$ cat config.mk
export PLATFORM = sky130hd
export DESIGN_NAME = button_conditioner
export DESIGN_NICKNAME = d
export VERILOG_FILES = /design/src/rtl/button_conditioner.sv
export SDC_FILE = /design/constraint.sdc
export NUM_CORES = 1
export LEC_CHECK = 0
export CAP_MARGIN = 20
export CORE_MARGIN = 3
export CORE_UTILIZATION = 25
export CTS_CLUSTER_SIZE = 24
export DETAILED_ROUTE_END_ITERATION = 12
export GPL_ROUTABILITY_DRIVEN = 0
export PLACE_DENSITY = 0.53
export SYNTH_ARGS = -nofsm -noshare
export SYNTH_HDL_FRONTEND = slang
export SYNTH_SLANG_ARGS = --single-unit
$ cat constraint.sdc
create_clock -name clk -period 1.9 [get_ports clk]
set_input_delay 0.38 -clock clk [delete_from_list [all_inputs] [get_ports clk]]
set_output_delay 0.38 -clock clk [all_outputs]
set_load 0.01 [all_outputs]
$ cat src/rtl/button_conditioner.sv
// rtl/button_conditioner.sv - multi-channel button debouncer with edge pulses and optional auto-repeat
// Optional feature macro: BUTTON_CONDITIONER_AUTO_REPEAT_EN (enables the rep pulse generator)
module button_conditioner #(
   parameter int N            = 5,
   parameter int TICK_DIV     = 1000000,
   parameter int SETTLE_TICKS = 3,
   parameter int REPEAT_DELAY = 30,
   parameter int REPEAT_RATE  = 8
) (
   input  logic         clk,
   input  logic         reset,
   input  logic [N-1:0] sw,
   output logic [N-1:0] db,
   output logic [N-1:0] rise,
   output logic [N-1:0] fall,
   output logic [N-1:0] rep
);

   // One counter width covers the lock length and both repeat intervals.
   localparam int MAX_SR = (SETTLE_TICKS > REPEAT_DELAY) ? SETTLE_TICKS : REPEAT_DELAY;
   localparam int MAX_T  = (MAX_SR > REPEAT_RATE) ? MAX_SR : REPEAT_RATE;
   localparam int CW     = $clog2(MAX_T + 1);
   localparam int PW     = $clog2(TICK_DIV);

   localparam logic [PW-1:0] PRESC_LAST  = PW'(TICK_DIV - 1);
   localparam logic [CW-1:0] SETTLE_LAST = CW'(SETTLE_TICKS - 1);

   typedef enum logic [1:0] {
      ZERO         = 2'd0,
      PRESS_LOCK   = 2'd1,
      ONE          = 2'd2,
      RELEASE_LOCK = 2'd3
   } state_t;

   logic [N-1:0]  sync1_q, sync1_d;
   logic [N-1:0]  sync2_q, sync2_d;
   logic [N-1:0]  s;
   logic [PW-1:0] presc_q, presc_d;
   logic          tick;

   state_t        state_q [N];
   state_t        state_d [N];
   logic [CW-1:0] cnt_q   [N];
   logic [CW-1:0] cnt_d   [N];

   logic [N-1:0]  db_q, db_d;
   logic [N-1:0]  rise_q, rise_d;
   logic [N-1:0]  fall_q, fall_d;

   // Two-flop synchronizer per channel; the FSMs only ever see the second stage.
   always_comb begin
      sync1_d = sw;
      sync2_d = sync1_q;
      s       = sync2_q;
   end

   // Shared prescaler: tick is high for the single cycle the count sits at its last value.
   always_comb begin
      tick    = (presc_q == PRESC_LAST);
      presc_d = tick ? '0 : presc_q + PW'(1);
   end

   // Per-channel debounce FSM; edges are accepted immediately, then further activity is locked out.
   always_comb begin
      rise_d = '0;
      fall_d = '0;
      db_d   = '0;
      for (int i = 0; i < N; i++) begin
         state_d[i] = state_q[i];
         cnt_d[i]   = cnt_q[i];
         case (state_q[i])
            ZERO: begin
               if (s[i]) begin
                  state_d[i] = PRESS_LOCK;
                  cnt_d[i]   = '0;
                  rise_d[i]  = 1'b1;
               end
            end
            PRESS_LOCK: begin
               if (tick) begin
                  if (cnt_q[i] == SETTLE_LAST) begin
                     state_d[i] = ONE;
                     cnt_d[i]   = '0;
                  end else begin
                     cnt_d[i] = cnt_q[i] + CW'(1);
                  end
               end
            end
            ONE: begin
               if (!s[i]) begin
                  state_d[i] = RELEASE_LOCK;
                  cnt_d[i]   = '0;
                  fall_d[i]  = 1'b1;
               end
            end
            RELEASE_LOCK: begin
               if (tick) begin
                  if (cnt_q[i] == SETTLE_LAST) begin
                     state_d[i] = ZERO;
                     cnt_d[i]   = '0;
                  end else begin
                     cnt_d[i] = cnt_q[i] + CW'(1);
                  end
               end
            end
            default: begin
               state_d[i] = ZERO;
               cnt_d[i]   = '0;
            end
         endcase
         db_d[i] = (state_d[i] == PRESS_LOCK) || (state_d[i] == ONE);
      end
   end

   // State and output registers; reset drops every channel back to ZERO without pulses.
   always_ff @(posedge clk) begin
      if (reset) begin
         sync1_q <= '0;
         sync2_q <= '0;
         presc_q <= '0;
         db_q    <= '0;
         rise_q  <= '0;
         fall_q  <= '0;
         for (int i = 0; i < N; i++) begin
            state_q[i] <= ZERO;
            cnt_q[i]   <= '0;
         end
      end else begin
         sync1_q <= sync1_d;
         sync2_q <= sync2_d;
         presc_q <= presc_d;
         db_q    <= db_d;
         rise_q  <= rise_d;
         fall_q  <= fall_d;
         for (int i = 0; i < N; i++) begin
            state_q[i] <= state_d[i];
            cnt_q[i]   <= cnt_d[i];
         end
      end
   end

   assign db   = db_q;
   assign rise = rise_q;
   assign fall = fall_q;

`ifdef BUTTON_CONDITIONER_AUTO_REPEAT_EN
   localparam logic [CW-1:0] DELAY_LAST = CW'(REPEAT_DELAY - 1);
   localparam logic [CW-1:0] RATE_LAST  = CW'(REPEAT_RATE - 1);

   logic [CW-1:0] rcnt_q [N];
   logic [CW-1:0] rcnt_d [N];
   logic [N-1:0]  rphase_q, rphase_d;
   logic [N-1:0]  rep_q, rep_d;

   // Repeat timer: counts ticks while the press is held; the first pulse waits the delay, later ones the rate.
   // The entry cycle itself is excluded, so a coincident tick is not counted, matching the lock counter.
   always_comb begin
      rep_d    = '0;
      rphase_d = rphase_q;
      for (int i = 0; i < N; i++) begin
         rcnt_d[i] = rcnt_q[i];
         if (!(((state_q[i] == PRESS_LOCK) || (state_q[i] == ONE)) && db_d[i])) begin
            rcnt_d[i]   = '0;
            rphase_d[i] = 1'b0;
         end else if (tick) begin
            if (!rphase_q[i]) begin
               if (rcnt_q[i] == DELAY_LAST) begin
                  rep_d[i]    = 1'b1;
                  rcnt_d[i]   = '0;
                  rphase_d[i] = 1'b1;
               end else begin
                  rcnt_d[i] = rcnt_q[i] + CW'(1);
               end
            end else begin
               if (rcnt_q[i] == RATE_LAST) begin
                  rep_d[i]  = (state_q[i] == ONE);
                  rcnt_d[i] = '0;
               end else begin
                  rcnt_d[i] = rcnt_q[i] + CW'(1);
               end
            end
         end
      end
   end

   // Repeat registers, cleared with the rest of the channel state.
   always_ff @(posedge clk) begin
      if (reset) begin
         rphase_q <= '0;
         rep_q    <= '0;
         for (int i = 0; i < N; i++) begin
            rcnt_q[i] <= '0;
         end
      end else begin
         rphase_q <= rphase_d;
         rep_q    <= rep_d;
         for (int i = 0; i < N; i++) begin
            rcnt_q[i] <= rcnt_d[i];
         end
      end
   end

   assign rep = rep_q;
`else
   assign rep = '0;
`endif

endmodule

Word level (Yosys, flattened, before mapping)
Memory sizes are Yosys's and may differ from the RTL's.
Cells that the tools add are included.
- equality and inequality tests: 31
- $lt $le $gt $ge: 0
- div/mod/pow operators: 0
- add/subtract/negate cells: 6
- multiply operators: 0
- muxes and demuxes: 83
- bitwise gates (word level): 20
- shift-type cells: 0
- reduce and logical (&&, ||, !) cells: 26
- operators with widths (kind ; count):
    2-to-1 mux 5 bit ; 25
    one-hot mux 5 bit (3 select lines) ; 5
    2-to-1 mux 2 bit ; 35
    one-hot mux 2 bit (4 select lines) ; 5
    OR reduction 2 bit ; 16
    == test 2 bit (second input constant) ; 15
    adder 5 x 1 -> 5 bit (second input constant) ; 5
    == test 5 x 2 -> 1 bit (second input constant) ; 5
    adder 20 x 1 -> 20 bit (second input constant) ; 1
    == test 2 x 1 -> 1 bit (second input constant) ; 10
    == test 20 bit (second input constant) ; 1
    2-to-1 mux 1 bit ; 13
    logical NOT 2 bit ; 5
    NOT 1 bit ; 10
    bitwise OR 1 bit ; 10
    logical OR 1 bit ; 5
- memories kept: 2
- output and inout port bits: 20
- ROM bits: 0
- input port bits: 7
- bits in writable memories: 35
- word-level logic and storage cells: 182
- latch bits: 0
- bits in registers: 45
- memories (memory ; words ; bits a word ; rd ports ; clocked after Yosys merged registers in ; write ports ; RTL line ; RTL):
    cnt_q ; 5 ; 5 ; 5 ; 0 ; 5 ; 43 ; logic [CW-1:0] cnt_q [N];
    state_q ; 5 ; 2 ; 5 ; 0 ; 5 ; 41 ; state_t state_q [N];

Depth between registers and ports, before layout
An unclocked memory read counts as a cell.
- word-level depth: 7
- gate-level depth with buffers: 7
- depth with buffers taken out: 5

Least setup slack after synthesis
OpenSTA, ideal clock, no wires.
- path type: register to register
- from: register presc_q[0]
- to: memory cnt_q[0][9] (netlist name)
- required time: 1.827 ns
- stages on the path, launching flop included: 8
- period minus slack after synthesis: 1.790 ns
- setup slack: 0.110 ns
- library setup time: 0.073 ns
- arrival time: 1.717 ns
- path through: dfxtp_1 > ha_1 > and4_1 > buf_2 > nand2_1 > buf_2 > or4_1 > a21oi_1
- RTL lines (element ; RTL line ; RTL):
    from (decl) ; 38 ; logic [PW-1:0] presc_q, presc_d;
    from (signal assigned) ; 131 ; presc_q <= presc_d;
    to (decl) ; 43 ;

==> results.txt <==
Final min period = 1850 ps
Mux cell area share after synthesis = 0.0292
Fin crit share = 0.975
Top cell type by total area after synthesis = dfxtp_1
Adder-Cell Fraction of Synth Area = 0.0378
Power after layout = 3.63 mW
Clk pwr share = 0.479
Hold Path Depth = 1
Die W = 127 um
CORE AREA = 0.0140 sq mm
Clk_skew = 5.40 ps
Worst-path fanout max = 8
Status = finished, final reports clean
Post-Synthesis Cells = 395
Top_reg_cell synth = dfxtp_1
Post-synthesis async set-or-reset flop share = 0
Distinct cell type count after synthesis = 41
H-Tree Depth = 3
Nets@finish = 465
Worst min path class = flop to flop
I/O pin cnt = 27
Post-DR wirelength/cell = 12.9 um
Final core utilization = 0.332
Slew margin rel. = 0.642
Max incr delay on CP = 480 ps
FF+latch count, synth = 80
Synth Area in XOR/XNOR = 0.0433
Peak Freq = 0.540 GHz
Via density = 4.82
Crit path launch type = flop
Largest family of logic cells by synthesized area = simple AND/OR/NAND/NOR gates
Rows = 43
Top post-synthesis cells by count = dfxtp_1, a21oi_1, nor2_1
Seq pwr share = 0.477
Largest net degree at the start of global routing = 44
Worst Setup End Kind = flop
Syn_area_per_cell = 9.22 sq um
Sink Count = 80
Fin. max-slew vios = 0
Maximum vdd drop = 0.000299 V
Post-Synth Simple-Gate Area = 0.274
Final Hold Viols = 0
Leak pwr = 1.54 nW
Setup CP Type = flop to flop
Area grow syn2layout = 28.1%
Post-synth EDFFs = 0
Routed vias = 3048
Die area = 0.0161 sq mm
GRT Resource Usage Total = 0.103
Sequential area share after synthesis = 0.440
Max Cap Violations = 0
Clock Latency Late Sink = 330 ps
CTS buffer count = 9
Least-Margin Pin Slew = 529 ps
Drt total wl = 8170 um
R2R cell count = 7
Root Buffer = clkbuf_16
First drt pass iteration count = 6
Top cells by area, synth = dfxtp_1, or4_1, a21oi_1
Initial core utilization = 0.259
CP Data Required Time = 2170 ps
Compound-Gate Fraction of Synth Area = 0.124
Vias in the first global route = 2887
Antenna viol nets, final = 0
First DRT Iteration DRCs = 110
Fillers = 1444
Post-synth top area share = 0.440
Critical path's slowest cell = or4_4
Initial antenna violation count = 0
Remaining DRCs = 0
Final number of setup-violating endpoints = 0
Max Root-Sink Buffers = 2
Internal power = 2.88 mW
Layout cells sized above 1 = 0.184
CP dominant cell by count = buf_6
Switching power of the nets = 0.756 mW
Buffers added on ports = 21
Die H = 127 um
First-pass GRT wire length = 13700 um
CTS tree = yes
Sw frac = 0.208
Crit path depth = 7
Dpl hpwl = 5810 um
Reg clk slew, reported paths = 60 ps
Antenna cells = 0
Cell Chain, Critical Path = ha_2 > and4_4 > buf_6 > nand3_1 > buf_6 > or4_4 > a21oi_2
Combinational Power Share = 0.043
Pwr dens = 778 mW/mm^2
Synth Cell Area = 0.00364 sq mm
Setup_tns = 0 ps
CP bufs+invs = 2
Top-count cell post-synth = dfxtp_1
Yosys warns = 0
CP delay by family, top = simple AND/OR/NAND/NOR gates
Crit path arrival time = 2120 ps
Gr ovfl total = 0
==> routing by layer <==
layer  global-route usage  up-vias  routed length (um)
met5                    0        -                   0
met4               0.0461        0                 164
met3               0.0269       13                 237
met2                0.161       28                3880
met1                0.132     1463                3890
li1                     -     1544                   -
==> per-stage QoR <==
stage	worst slack, ps	hold slack, ps	instances	area, sq um
after CTS	60.1	443	631	4590
after floorplan	110	414	399	3660
final	47.3	439	632	4670
after global placement	83.2	416	615	4290
after detailed placement	11.9	429	615	4290
after global routing	-9.06	461	632	4670
==> cell type report <==
class                      count  area [sq um]  share of cell area
clock buffer                  14           264              0.0566
sequential                    80          1600               0.344
multi-input combinational    278          1930               0.414
tap                          180           225              0.0483
clock inverter                 2          37.5             0.00804
timing repair buffer          58           531               0.114
inverter                      20          75.1              0.0161
==> worst register-to-register path, cell delays in order, from the launching register on <==
cell and delay [ps]:
dfxtp_2 330, ha_2 180, and4_4 240, buf_6 130
nand3_1 100, buf_6 160, or4_4 480, a21oi_2 160
==> cells in the final DEF (no fill, tap or decap), types with 6 or more instances in the layout <==
| master | n |
|---|---|
| clkbuf_16 | 9 |
| nor2b_1 | 10 |
| nand4_1 | 8 |
| o21ai_0 | 15 |
| nand2_1 | 13 |
| ha_1 | 10 |
| xnor2_1 | 14 |
| or4_1 | 22 |
| nor4b_1 | 14 |
| dfxtp_1 | 78 |
| nand3_1 | 15 |
| inv_1 | 20 |
| nor3_1 | 14 |
| o31ai_1 | 15 |
| clkdlybuf4s50_1 | 21 |
| a21oi_1 | 29 |
| buf_4 | 31 |
| nor4_1 | 6 |
| nor2_1 | 34 |
==> power groups by stage <==
stage | clock (mW) | combinational (mW) | sequential, mW
after global placement | 0 | 0.155 | 1.77
after detailed placement | 0 | 0.157 | 1.77
final | 1.74 | 0.158 | 1.73
after global routing | 1.87 | 0.176 | 1.74
after floorplan | 0 | 0.0873 | 1.76
after CTS | 1.79 | 0.158 | 1.73
==> worst paths after layout <==
| check | startpoint | end | slack [ps] |
|---|---|---|---|
| setup / recovery | presc_q[0]$_SDFF_PP0_ | cnt_q[0][1]$_SDFFE_PP0P_ | 50 |
| hold / removal | sync1_q[3]$_SDFF_PP0_ | s[3]$_SDFF_PP0_ | 440 |
| setup reg to reg | presc_q[0]$_SDFF_PP0_ | cnt_q[0][1]$_SDFFE_PP0P_ | 50 |
| hold reg to reg | sync1_q[3]$_SDFF_PP0_ | s[3]$_SDFF_PP0_ | 440 |
==> state kept, by name (all words and copies together) (netlist names) <==
signal   count
cnt_q       25
db           5
fall         5
presc_q     20
rise         5
s            5
state_q     10
sync1_q      5
==> kinds of logic (layout without fill, tap and decap cells) <==
logic type	after synthesis	after routing
other	1	5
buffers and inverters	41	94
DFF	80	80
adders and majority gates	11	11
muxes	10	10
and+or+nand+nor	158	158
xor gates and xnor gates	18	18
AOI/OAI and AO/OA	76	76
==> timing repair <==
action | in CTS | in global routing
setup buffers | 0 | 0
resized for setup | 0 | 20
hold buffers | 0 | 0
endpoints found under the setup margin | 0 | 11
endpoints found under the hold margin | 0 | 0
Power figures use the tool's default switching activity.
